[src/rtl/dmem_arbiter_pkg.sv]
// Shared encodings for the data-memory arbiter: FSM states, requester IDs
// and the burst-counter helper.
package dmem_arbiter_pkg;

   typedef enum logic [1:0] {
      IDLE = 2'd0,
      OWN0 = 2'd1,
      OWN1 = 2'd2
   } arb_state_e;

   localparam logic REQ_M0  = 1'b0;
   localparam logic REQ_M1  = 1'b1;
   localparam int   COUNT_W = 4;

   function automatic logic [COUNT_W-1:0] count_sat_inc(input logic [COUNT_W-1:0] value);
      logic [COUNT_W-1:0] result;
      if (value == 4'hF) begin
         result = 4'hF;
      end else begin
         result = value + 4'd1;
      end
      return result;
   endfunction

endpackage

[src/rtl/dmem_arbiter_rr_pick2.sv]
// Two-way round-robin pick: the owner keeps priority until its burst is
// used up, otherwise the requester that did not win last goes next.
module rr_pick2
   import dmem_arbiter_pkg::*;
(
   input  logic [1:0] req,
   input  logic       owner,
   input  logic       count_at_max,
   input  logic       last_winner,
   output logic       winner,
   output logic       valid
);

   // winner selection from the request pattern
   always_comb begin
      winner = last_winner;
      valid  = 1'b0;
      case (req)
         2'b00: begin
            winner = last_winner;
            valid  = 1'b0;
         end
         2'b01: begin
            winner = REQ_M0;
            valid  = 1'b1;
         end
         2'b10: begin
            winner = REQ_M1;
            valid  = 1'b1;
         end
         2'b11: begin
            valid = 1'b1;
            if (count_at_max) begin
               winner = ~last_winner;
            end else begin
               winner = owner;
            end
         end
         default: begin
            winner = last_winner;
            valid  = 1'b0;
         end
      endcase
   end

endmodule

[src/rtl/dmem_arbiter.sv]
// Arbitrates two requesters onto one single-port data memory with bounded
// round-robin bursts, tagging the one-cycle-late read data to its issuer.
module dmem_arbiter
   import dmem_arbiter_pkg::*;
#(
   parameter int DATA_WIDTH   = 32,
   parameter int MEMORY_DEPTH = 64,
   parameter int MAX_BURST    = 4
) (
   input  logic                  clk,
   input  logic                  reset,
   input  logic                  m0_req,
   input  logic                  m0_we,
   input  logic [DATA_WIDTH-1:0] m0_addr,
   input  logic [DATA_WIDTH-1:0] m0_wdata,
   output logic                  m0_gnt,
   output logic                  m0_rvalid,
   output logic [DATA_WIDTH-1:0] m0_rdata,
   input  logic                  m1_req,
   input  logic                  m1_we,
   input  logic [DATA_WIDTH-1:0] m1_addr,
   input  logic [DATA_WIDTH-1:0] m1_wdata,
   output logic                  m1_gnt,
   output logic                  m1_rvalid,
   output logic [DATA_WIDTH-1:0] m1_rdata,
   output logic                  mem_we,
   output logic [DATA_WIDTH-1:0] mem_addr,
   output logic [DATA_WIDTH-1:0] mem_wdata,
   input  logic [DATA_WIDTH-1:0] mem_rdata,
   output logic                  err_oor
);

   localparam logic [DATA_WIDTH-1:0] DEPTH_LIMIT = DATA_WIDTH'(MEMORY_DEPTH);
   localparam logic [COUNT_W-1:0]    BURST_MAX   = COUNT_W'(MAX_BURST);

   arb_state_e             state_r;
   arb_state_e             state_nxt_s;
   logic [COUNT_W-1:0]     count_r;
   logic [COUNT_W-1:0]     count_nxt_s;
   logic                   last_winner_r;
   logic                   last_winner_nxt_s;
   logic [DATA_WIDTH-1:0]  hold_addr_r;
   logic                   rd_pend_r;
   logic                   tag_req_r;
   logic                   tag_inrange_r;
   logic                   err_oor_r;

   logic                   owner_s;
   logic                   count_at_max_s;
   logic                   winner_s;
   logic                   valid_s;
   logic                   gnt_s;
   logic                   sel_we_s;
   logic [DATA_WIDTH-1:0]  sel_addr_s;
   logic [DATA_WIDTH-1:0]  sel_wdata_s;
   logic                   in_range_s;
   logic [DATA_WIDTH-1:0]  rdata_s;

   // current owner and burst exhaustion; IDLE behaves as an exhausted burst so ties go to the non-last winner
   always_comb begin
      owner_s        = last_winner_r;
      count_at_max_s = 1'b1;
      case (state_r)
         IDLE: begin
            owner_s        = last_winner_r;
            count_at_max_s = 1'b1;
         end
         OWN0: begin
            owner_s        = REQ_M0;
            count_at_max_s = (count_r == BURST_MAX);
         end
         OWN1: begin
            owner_s        = REQ_M1;
            count_at_max_s = (count_r == BURST_MAX);
         end
         default: begin
            owner_s        = last_winner_r;
            count_at_max_s = 1'b1;
         end
      endcase
   end

   rr_pick2 u_pick (
      .req          ({m1_req, m0_req}),
      .owner        (owner_s),
      .count_at_max (count_at_max_s),
      .last_winner  (last_winner_r),
      .winner       (winner_s),
      .valid        (valid_s)
   );

   // granted requester's access, with reset blocking any grant or write
   always_comb begin
      gnt_s = valid_s & ~reset;
      if (winner_s == REQ_M1) begin
         sel_we_s    = m1_we;
         sel_addr_s  = m1_addr;
         sel_wdata_s = m1_wdata;
      end else begin
         sel_we_s    = m0_we;
         sel_addr_s  = m0_addr;
         sel_wdata_s = m0_wdata;
      end
      in_range_s = (sel_addr_s < DEPTH_LIMIT);
   end

   // next-state, burst count and last-winner pointer
   always_comb begin
      state_nxt_s       = state_r;
      count_nxt_s       = count_r;
      last_winner_nxt_s = last_winner_r;
      if (valid_s) begin
         state_nxt_s       = (winner_s == REQ_M1) ? OWN1 : OWN0;
         last_winner_nxt_s = winner_s;
         if ((state_r != IDLE) && (winner_s == owner_s)) begin
            count_nxt_s = count_sat_inc(count_r);
         end else begin
            count_nxt_s = 4'd1;
         end
      end else begin
         state_nxt_s       = IDLE;
         count_nxt_s       = 4'd0;
         last_winner_nxt_s = last_winner_r;
      end
   end

   // memory-side drive; the held address keeps read data stable while idle
   always_comb begin
      mem_we    = gnt_s & sel_we_s & in_range_s;
      mem_wdata = '0;
      if (gnt_s) begin
         mem_addr  = sel_addr_s;
         mem_wdata = sel_wdata_s;
      end else if (reset) begin
         mem_addr = '0;
      end else begin
         mem_addr = hold_addr_r;
      end
   end

   // requester-side outputs; out-of-range reads return zeros
   always_comb begin
      m0_gnt    = gnt_s & (winner_s == REQ_M0);
      m1_gnt    = gnt_s & (winner_s == REQ_M1);
      if (tag_inrange_r) begin
         rdata_s = mem_rdata;
      end else begin
         rdata_s = '0;
      end
      m0_rdata  = rdata_s;
      m1_rdata  = rdata_s;
      m0_rvalid = rd_pend_r & ~reset & (tag_req_r == REQ_M0);
      m1_rvalid = rd_pend_r & ~reset & (tag_req_r == REQ_M1);
      err_oor   = err_oor_r;
   end

   // arbiter state, held address, read tag and sticky error
   always_ff @(posedge clk) begin
      if (reset) begin
         state_r       <= IDLE;
         count_r       <= 4'd0;
         last_winner_r <= REQ_M1;
         hold_addr_r   <= '0;
         rd_pend_r     <= 1'b0;
         tag_req_r     <= REQ_M0;
         tag_inrange_r <= 1'b0;
         err_oor_r     <= 1'b0;
      end else begin
         state_r       <= state_nxt_s;
         count_r       <= count_nxt_s;
         last_winner_r <= last_winner_nxt_s;
         if (gnt_s) begin
            hold_addr_r <= sel_addr_s;
         end else begin
            hold_addr_r <= hold_addr_r;
         end
         rd_pend_r     <= gnt_s & ~sel_we_s;
         tag_req_r     <= winner_s;
         tag_inrange_r <= in_range_s;
         err_oor_r     <= err_oor_r | (gnt_s & ~in_range_s);
      end
   end

endmodule

[config.mk]
export PLATFORM = sky130hd
export DESIGN_NAME = dmem_arbiter
export DESIGN_NICKNAME = d
export VERILOG_FILES = /design/src/rtl/dmem_arbiter_pkg.sv /design/src/rtl/dmem_arbiter_rr_pick2.sv /design/src/rtl/dmem_arbiter.sv
export SDC_FILE = /design/constraint.sdc
export NUM_CORES = 1
export LEC_CHECK = 0
export CAP_MARGIN = 10
export CORE_AREA = 2 2 116 118
export DETAILED_ROUTE_END_ITERATION = 7
export DIE_AREA = 0 0 118 120
export PLACE_DENSITY_LB_ADDON = 0.3
export SYNTH_ARGS = -nofsm -noshare
export SYNTH_HDL_FRONTEND = slang
export SYNTH_HIERARCHICAL = 1
export SYNTH_SLANG_ARGS = --single-unit
[constraint.sdc]
create_clock -name clk -period 2.34 [get_ports clk]
set_input_delay 0.468 -clock clk [delete_from_list [all_inputs] [get_ports clk]]
set_output_delay 0.468 -clock clk [all_outputs]
set_load 0.05 [all_outputs]
Yosys cells after proc, flatten, opt, wreduce, memory -nomap -nowiden
Cells that the tools add are included.
{"block": "word_totals", "reg_bits": 43, "word_cells": 60}
{"block": "op_classes", "add_sub_neg": 1, "magnitude_cmp": 1, "eq_ne": 8, "muxes": 15, "bitwise_logic": 19, "reduce_logical": 7}
{"operator": "2-to-1 mux 32 bit", "count": 6}
{"operator": "less-than comparator 32 x 7 -> 1 bit (second input constant)", "count": 1}
{"operator": "AND 1 bit", "count": 10}
{"operator": "inverter 1 bit", "count": 8}
{"operator": "== test 2 bit (second input constant)", "count": 3}
{"operator": "OR reduction 3 bit", "count": 2}
{"operator": "adder 4 x 1 -> 4 bit (second input constant)", "count": 1}
{"operator": "== test 2 x 1 -> 1 bit (second input constant)", "count": 2}
{"operator": "== test 4 x 3 -> 1 bit (second input constant)", "count": 1}
{"operator": "== test 4 bit (second input constant)", "count": 1}
{"operator": "2-to-1 mux 1 bit", "count": 4}
{"operator": "2-to-1 mux 4 bit", "count": 1}
{"operator": "one-hot mux 1 bit (2 select lines)", "count": 2}
{"operator": "one-hot mux 1 bit (4 select lines)", "count": 1}
{"operator": "OR reduction 2 bit", "count": 2}
{"operator": "logical NOT 2 bit", "count": 1}
{"operator": "2-to-1 mux 2 bit", "count": 1}
{"operator": "nonzero test 2 bit", "count": 1}
{"operator": "== test 1 bit", "count": 1}
{"operator": "logical AND 1 bit", "count": 1}
{"operator": "bitwise OR 1 bit", "count": 1}

Logic depth before layout (Yosys ltp)
{"block": "logic_depth", "depth_word": 10, "ltp_mapped": 11, "depth_no_buf": 10}

Hierarchy
Netlist, hierarchy kept.
{"mod": "dmem_arbiter", "instances": 1, "cells_per_inst": 361, "area_each_um2": 3105.5, "seq_area_each_um2": 860.8}
{"mod": "rr_pick2", "instances": 1, "cells_per_inst": 6, "area_each_um2": 40.0, "seq_area_each_um2": 0.0}

Least setup slack after synthesis
No wires, ideal clock.
{"block": "synth_timing", "path_type": "reg-to-output", "start": "register count_r[0]", "end": "output port mem_addr[10]", "arrival_ns": 2.966, "slack_ns": -1.094, "path_stages_with_launch": 11, "n_path_buf": 2, "path_cell_list": "dfxtp_1 inv_1 ha_1 nand2_1 o21ai_0 and2_1 o32ai_2 buf_6 buf_6 mux2i_1 a211oi_1"}
{"block": "synth_between", "elab_chain_len": 6}
{"item": "from (decl)", "line": "dmem_arbiter.sv:38", "rtl": "logic [COUNT_W-1:0] count_r;"}
{"item": "from (signal assigned)", "line": "dmem_arbiter.sv:170", "rtl": "count_r <= count_nxt_s;"}
{"item": "== test 4 x 3 -> 1 bit", "line": "dmem_arbiter.sv:70, dmem_arbiter.sv:74"}
{"item": "2-to-1 mux 1 bit"}
{"item": "via count_at_max_s", "line": "dmem_arbiter.sv:49", "rtl": "logic count_at_max_s;"}
{"item": "2-to-1 mux 1 bit", "line": "dmem_arbiter_rr_pick2.sv:33", "rtl": "if (count_at_max) begin"}
{"item": "one-hot mux 1 bit (4 select lines)", "line": "dmem_arbiter_rr_pick2.sv:18", "rtl": "case (req)"}
{"item": "via winner_s", "line": "dmem_arbiter.sv:50", "rtl": "logic winner_s;"}
{"item": "2-to-1 mux 32 bit", "line": "dmem_arbiter.sv:95", "rtl": "if (winner_s == REQ_M1) begin"}
{"item": "2-to-1 mux 32 bit", "line": "dmem_arbiter.sv:131", "rtl": "if (gnt_s) begin"}
{"item": "to (decl)", "line": "dmem_arbiter.sv:27", "rtl": "output logic [DATA_WIDTH-1:0] mem_addr,"}
The timed path passes the listed nets, and every way through them passes these cells.

Worst setup path after layout
{"block": "layout_timing", "start": "register count_r[1]", "end": "output port mem_we"}
{"block": "layout_between", "elab_chain_len": 7, "word_cells_on_any_way": 9, "cone_classes": "1 x order compare; 1 x eq/ne; 5 x mux; 2 x bitwise"}
{"item": "== test 4 x 3 -> 1 bit (*)", "line": "dmem_arbiter.sv:70, dmem_arbiter.sv:74"}
{"item": "2-to-1 mux 1 bit (*)"}
{"item": "via count_at_max_s", "line": "dmem_arbiter.sv:49"}
{"item": "2-to-1 mux 1 bit (*)", "line": "dmem_arbiter_rr_pick2.sv:33"}
{"item": "one-hot mux 1 bit (4 select lines) (*)", "line": "dmem_arbiter_rr_pick2.sv:18"}
{"item": "via winner_s", "line": "dmem_arbiter.sv:50"}
{"item": "2-to-1 mux 32 bit / 2-to-1 mux 1 bit (equally long branches)", "line": "dmem_arbiter.sv:95"}
{"item": "less-than comparator 32 x 7 -> 1 bit / AND 1 bit (equally long branches)", "line": "dmem_arbiter.sv:104, dmem_arbiter.sv:129"}
{"item": "AND 1 bit (*)", "line": "dmem_arbiter.sv:129", "rtl": "mem_we = gnt_s & sel_we_s & in_range_s;"}
{"item": "to (decl)", "line": "dmem_arbiter.sv:26", "rtl": "output logic mem_we,"}
Mark *: on every way through the listed nets, which the timed path passes. The rest lies on a longest branch.

==> metrics <==
FILL cells around 710; pwr/cell area 412 nW/um^2; VDD IR max between 0.0003 and 0.0004 V; DIE AREA approximately 14,000 sq um; largest net degree at the start of global routing 52; Final Hold Viols 0; global-route wire length before repair roughly 29,000 microns; delay-heaviest family, CP compound AO/OA/AOI/OAI gates; Yosys reg bits 43; post-DP HPWL approximately 13,000 microns; chip width around 120 microns; core area about 13,000 sq um; Cell Area, Placed about 9000 sq um; Clock Sinks 43; htree depth 2; design area 10,200 sq um; crit path kind flip-flop to primary output; clk root buf clkbuf_16; non-filler instance count after layout roughly 900; Setup TNS -58,310 ps; total track usage 0.263; Vias 4,564; Worst-Margin Slew approximately 720 ps; Post-route DRC 0; fin. max-slew vios 0; Post-Route WL approximately 20,000 microns; leakage 3.98 nW; worst hold-check path type flip-flop to flip-flop; ys flop type dfxtp_1; DRT antenna net count 0; Synth area leader dfxtp_1; CTS Buf Count 5; Rows 42; RSZ-0062 raised after global routing true; crit-path max cell delay between 500 and 600 ps; Vias/cell 4.95; CTS tree done; syn nets between 500 and 600; crit path DAT 2840 ps; Antenna Cells 0; clk buf depth 2; Initial Util 0.242; initial antenna violation count 1; Tcrit/Tclk final 1.42; Req. time, crit path 1870 ps; I/O pin cnt 300; Hold Slack around 480 ps; clk slew on worst S/H paths around 70 ps; Setup crit start kind flip-flop; Synth warnings 6; Max Fclk 0.302 GHz; Crit-path slowest cell o32ai_4; chip height approximately 120 microns; failing checks negative setup slack; DR pass1 iterations 4; port bufs 299; Post-Syn Area 3150 sq um; ys async rst share 0; status finished with violations; Max Cap Viol 0; Worst-Skew Late Latency 300 ps; clk_skew 7.24 ps; number of enable flip-flop cells after synthesis 0; layout cells sized above 1 0.579; Slew headroom 0.518; top post-synthesis cells by area dfxtp_1 27%, a211oi_1 15%, mux2i_1 10%, a22o_1 8.9%, buf_4 8.6%; Setup WS post-layout -972 ps; Buf/Inv on CP 3; Syn Inst Count 367; sequential area share after synthesis 0.274; drt first-iter violations 159; WL/cell between 20 and 25 microns; synthesis-to-finish area growth 224%; critical path peak fanout 7; placed cell count a little under 900; CP Cell Sequence inv_2, ha_4, nand2_2, o21ai_2, buf_4, nor2_4, o32ai_4, nor4b_4, nand4_1, a22oi_2, and3b_2, buf_12; gpl congestion approximately 0.94; hold_buf cts 0; synthesized area per cell between 8 and 9 sq um; Min Clock Period, post-route 3310 ps; vias in the first global route 4,825; GRT overflow 0; Crit. End Element primary output; post-synth top area share 0.274; multi-input logic area 3220 sq um; fin nets 915; register area 866 sq um; count of cell types in the netlist 39; endpoints failing setup slightly below 100
-- cells by family (layout without fill, tap and decap cells) --
kind of cell | after synthesis | count (layout) | synth area share
xor+xnor | 1 | 1 | 0.00278
simple gates | 108 | 109 | 0.191
compound gates | 105 | 105 | 0.267
buf+inv | 72 | 450 | 0.141
flops | 43 | 43 | 0.274
fa+ha+maj | 4 | 4 | 0.0159
mux | 34 | 34 | 0.109
-- cells in the mapped netlist (all sizes together), types with 2 or more instances --
cell and number:
and3b 2, a31oi 2, buf 48, inv 7
ha 4, nor4 8, nor3 5, mux2i 32
a211oi 64, nor2 40, nand4 4, nand3 2
dfxtp 43, nor2b 3, and2 35, mux2 2
clkbuf 17, nor3b 3, a22o 32, nor4b 2
-- final timing paths --
kind               from         endpoint  slack [ps]  cells after the start
max          count_r[1]           mem_we        -970                     12
min             err_oor          err_oor         480                      2
max reg2reg  count_r[1]  hold_addr_r[17]        -300                     15
min reg2reg     err_oor          err_oor         480                      2
-- cells in the final DEF (no fill, tap or decap), drive strengths merged, types with 2 or more instances in the layout --
master and count:
nor3 5, dfxtp 43, mux2 2, inv 8
buf 269, nor2 41, nor2b 3, and3b 2
clkbuf 6, mux2i 32, a211oi 64, clkdlybuf4s50 165
clkinvlp 2, nor4 8, a31oi 2, and2 35
a22o 32, nor3b 3, ha 4, nand4 4
nor4b 2, nand3 2
-- registers in the layout, indices dropped and copies added (netlist names) --
name	flops
rd_pend_r	1
last_winner_r	1
tag_req_r	1
tag_inrange_r	1
err_oor	1
count_r	4
hold_addr_r	32
state_r	2
-- timing repair --
action | in CTS | in global routing
gates cloned | 4 | 1
pin swaps | 24 | 32
endpoints found under the setup margin | 93 | 102
resized for setup | 90 | 56
buffers inserted | 34 | 23
-- worst reg2reg max path, delay by kind of cell, from the launching register on --
kind	cells	cell delay [ps]
buffers and inverters	8	980
adder cells (fa/ha/maj)	1	120
multiplexers	1	280
AND/OR/NAND/NOR	2	90
flip-flops	1	330
AO/OA/AOI/OAI	3	720
-- metal layers --
layer	global-route usage	vias to the layer above	share of wire
met5	0	-	0
met4	0.0791	0	0.035
met3	0.0670	48	0.065
met2	0.514	216	0.56
met1	0.273	2232	0.34
li1	-	2068	-
-- power by group --
part / switching, mW / internal, mW / leakage [nW]
logic: 1.20 / 1.44 / 3.55
clock network: 0.336 / 0.400 / 0.0664
registers: 0.0241 / 0.797 / 0.359
total: 1.56 / 2.63 / 3.98
-- through the flow --
| step | setup WS (ps) | utilization | total power [mW] |
|---|---|---|---|
| after floorplan | -375 | - | 1.91 |
| after global placement | -853 | 0.682 | 2.91 |
| after detailed placement | -841 | 0.682 | 2.94 |
| after CTS | -855 | 0.761 | 4.03 |
| after global routing | -1050 | 0.784 | 4.31 |
| final | -972 | 0.784 | 4.19 |
-- cell type report --
class,instances,area share
well taps,176,0.0216
repair buffers,435,0.560
clock buffers,5,0.0123
multi-input cells,253,0.316
clock inverters,3,0.00234
inverters,7,0.00258
flip-flops and latches,43,0.0850
(Power assumes the default switching activity.)
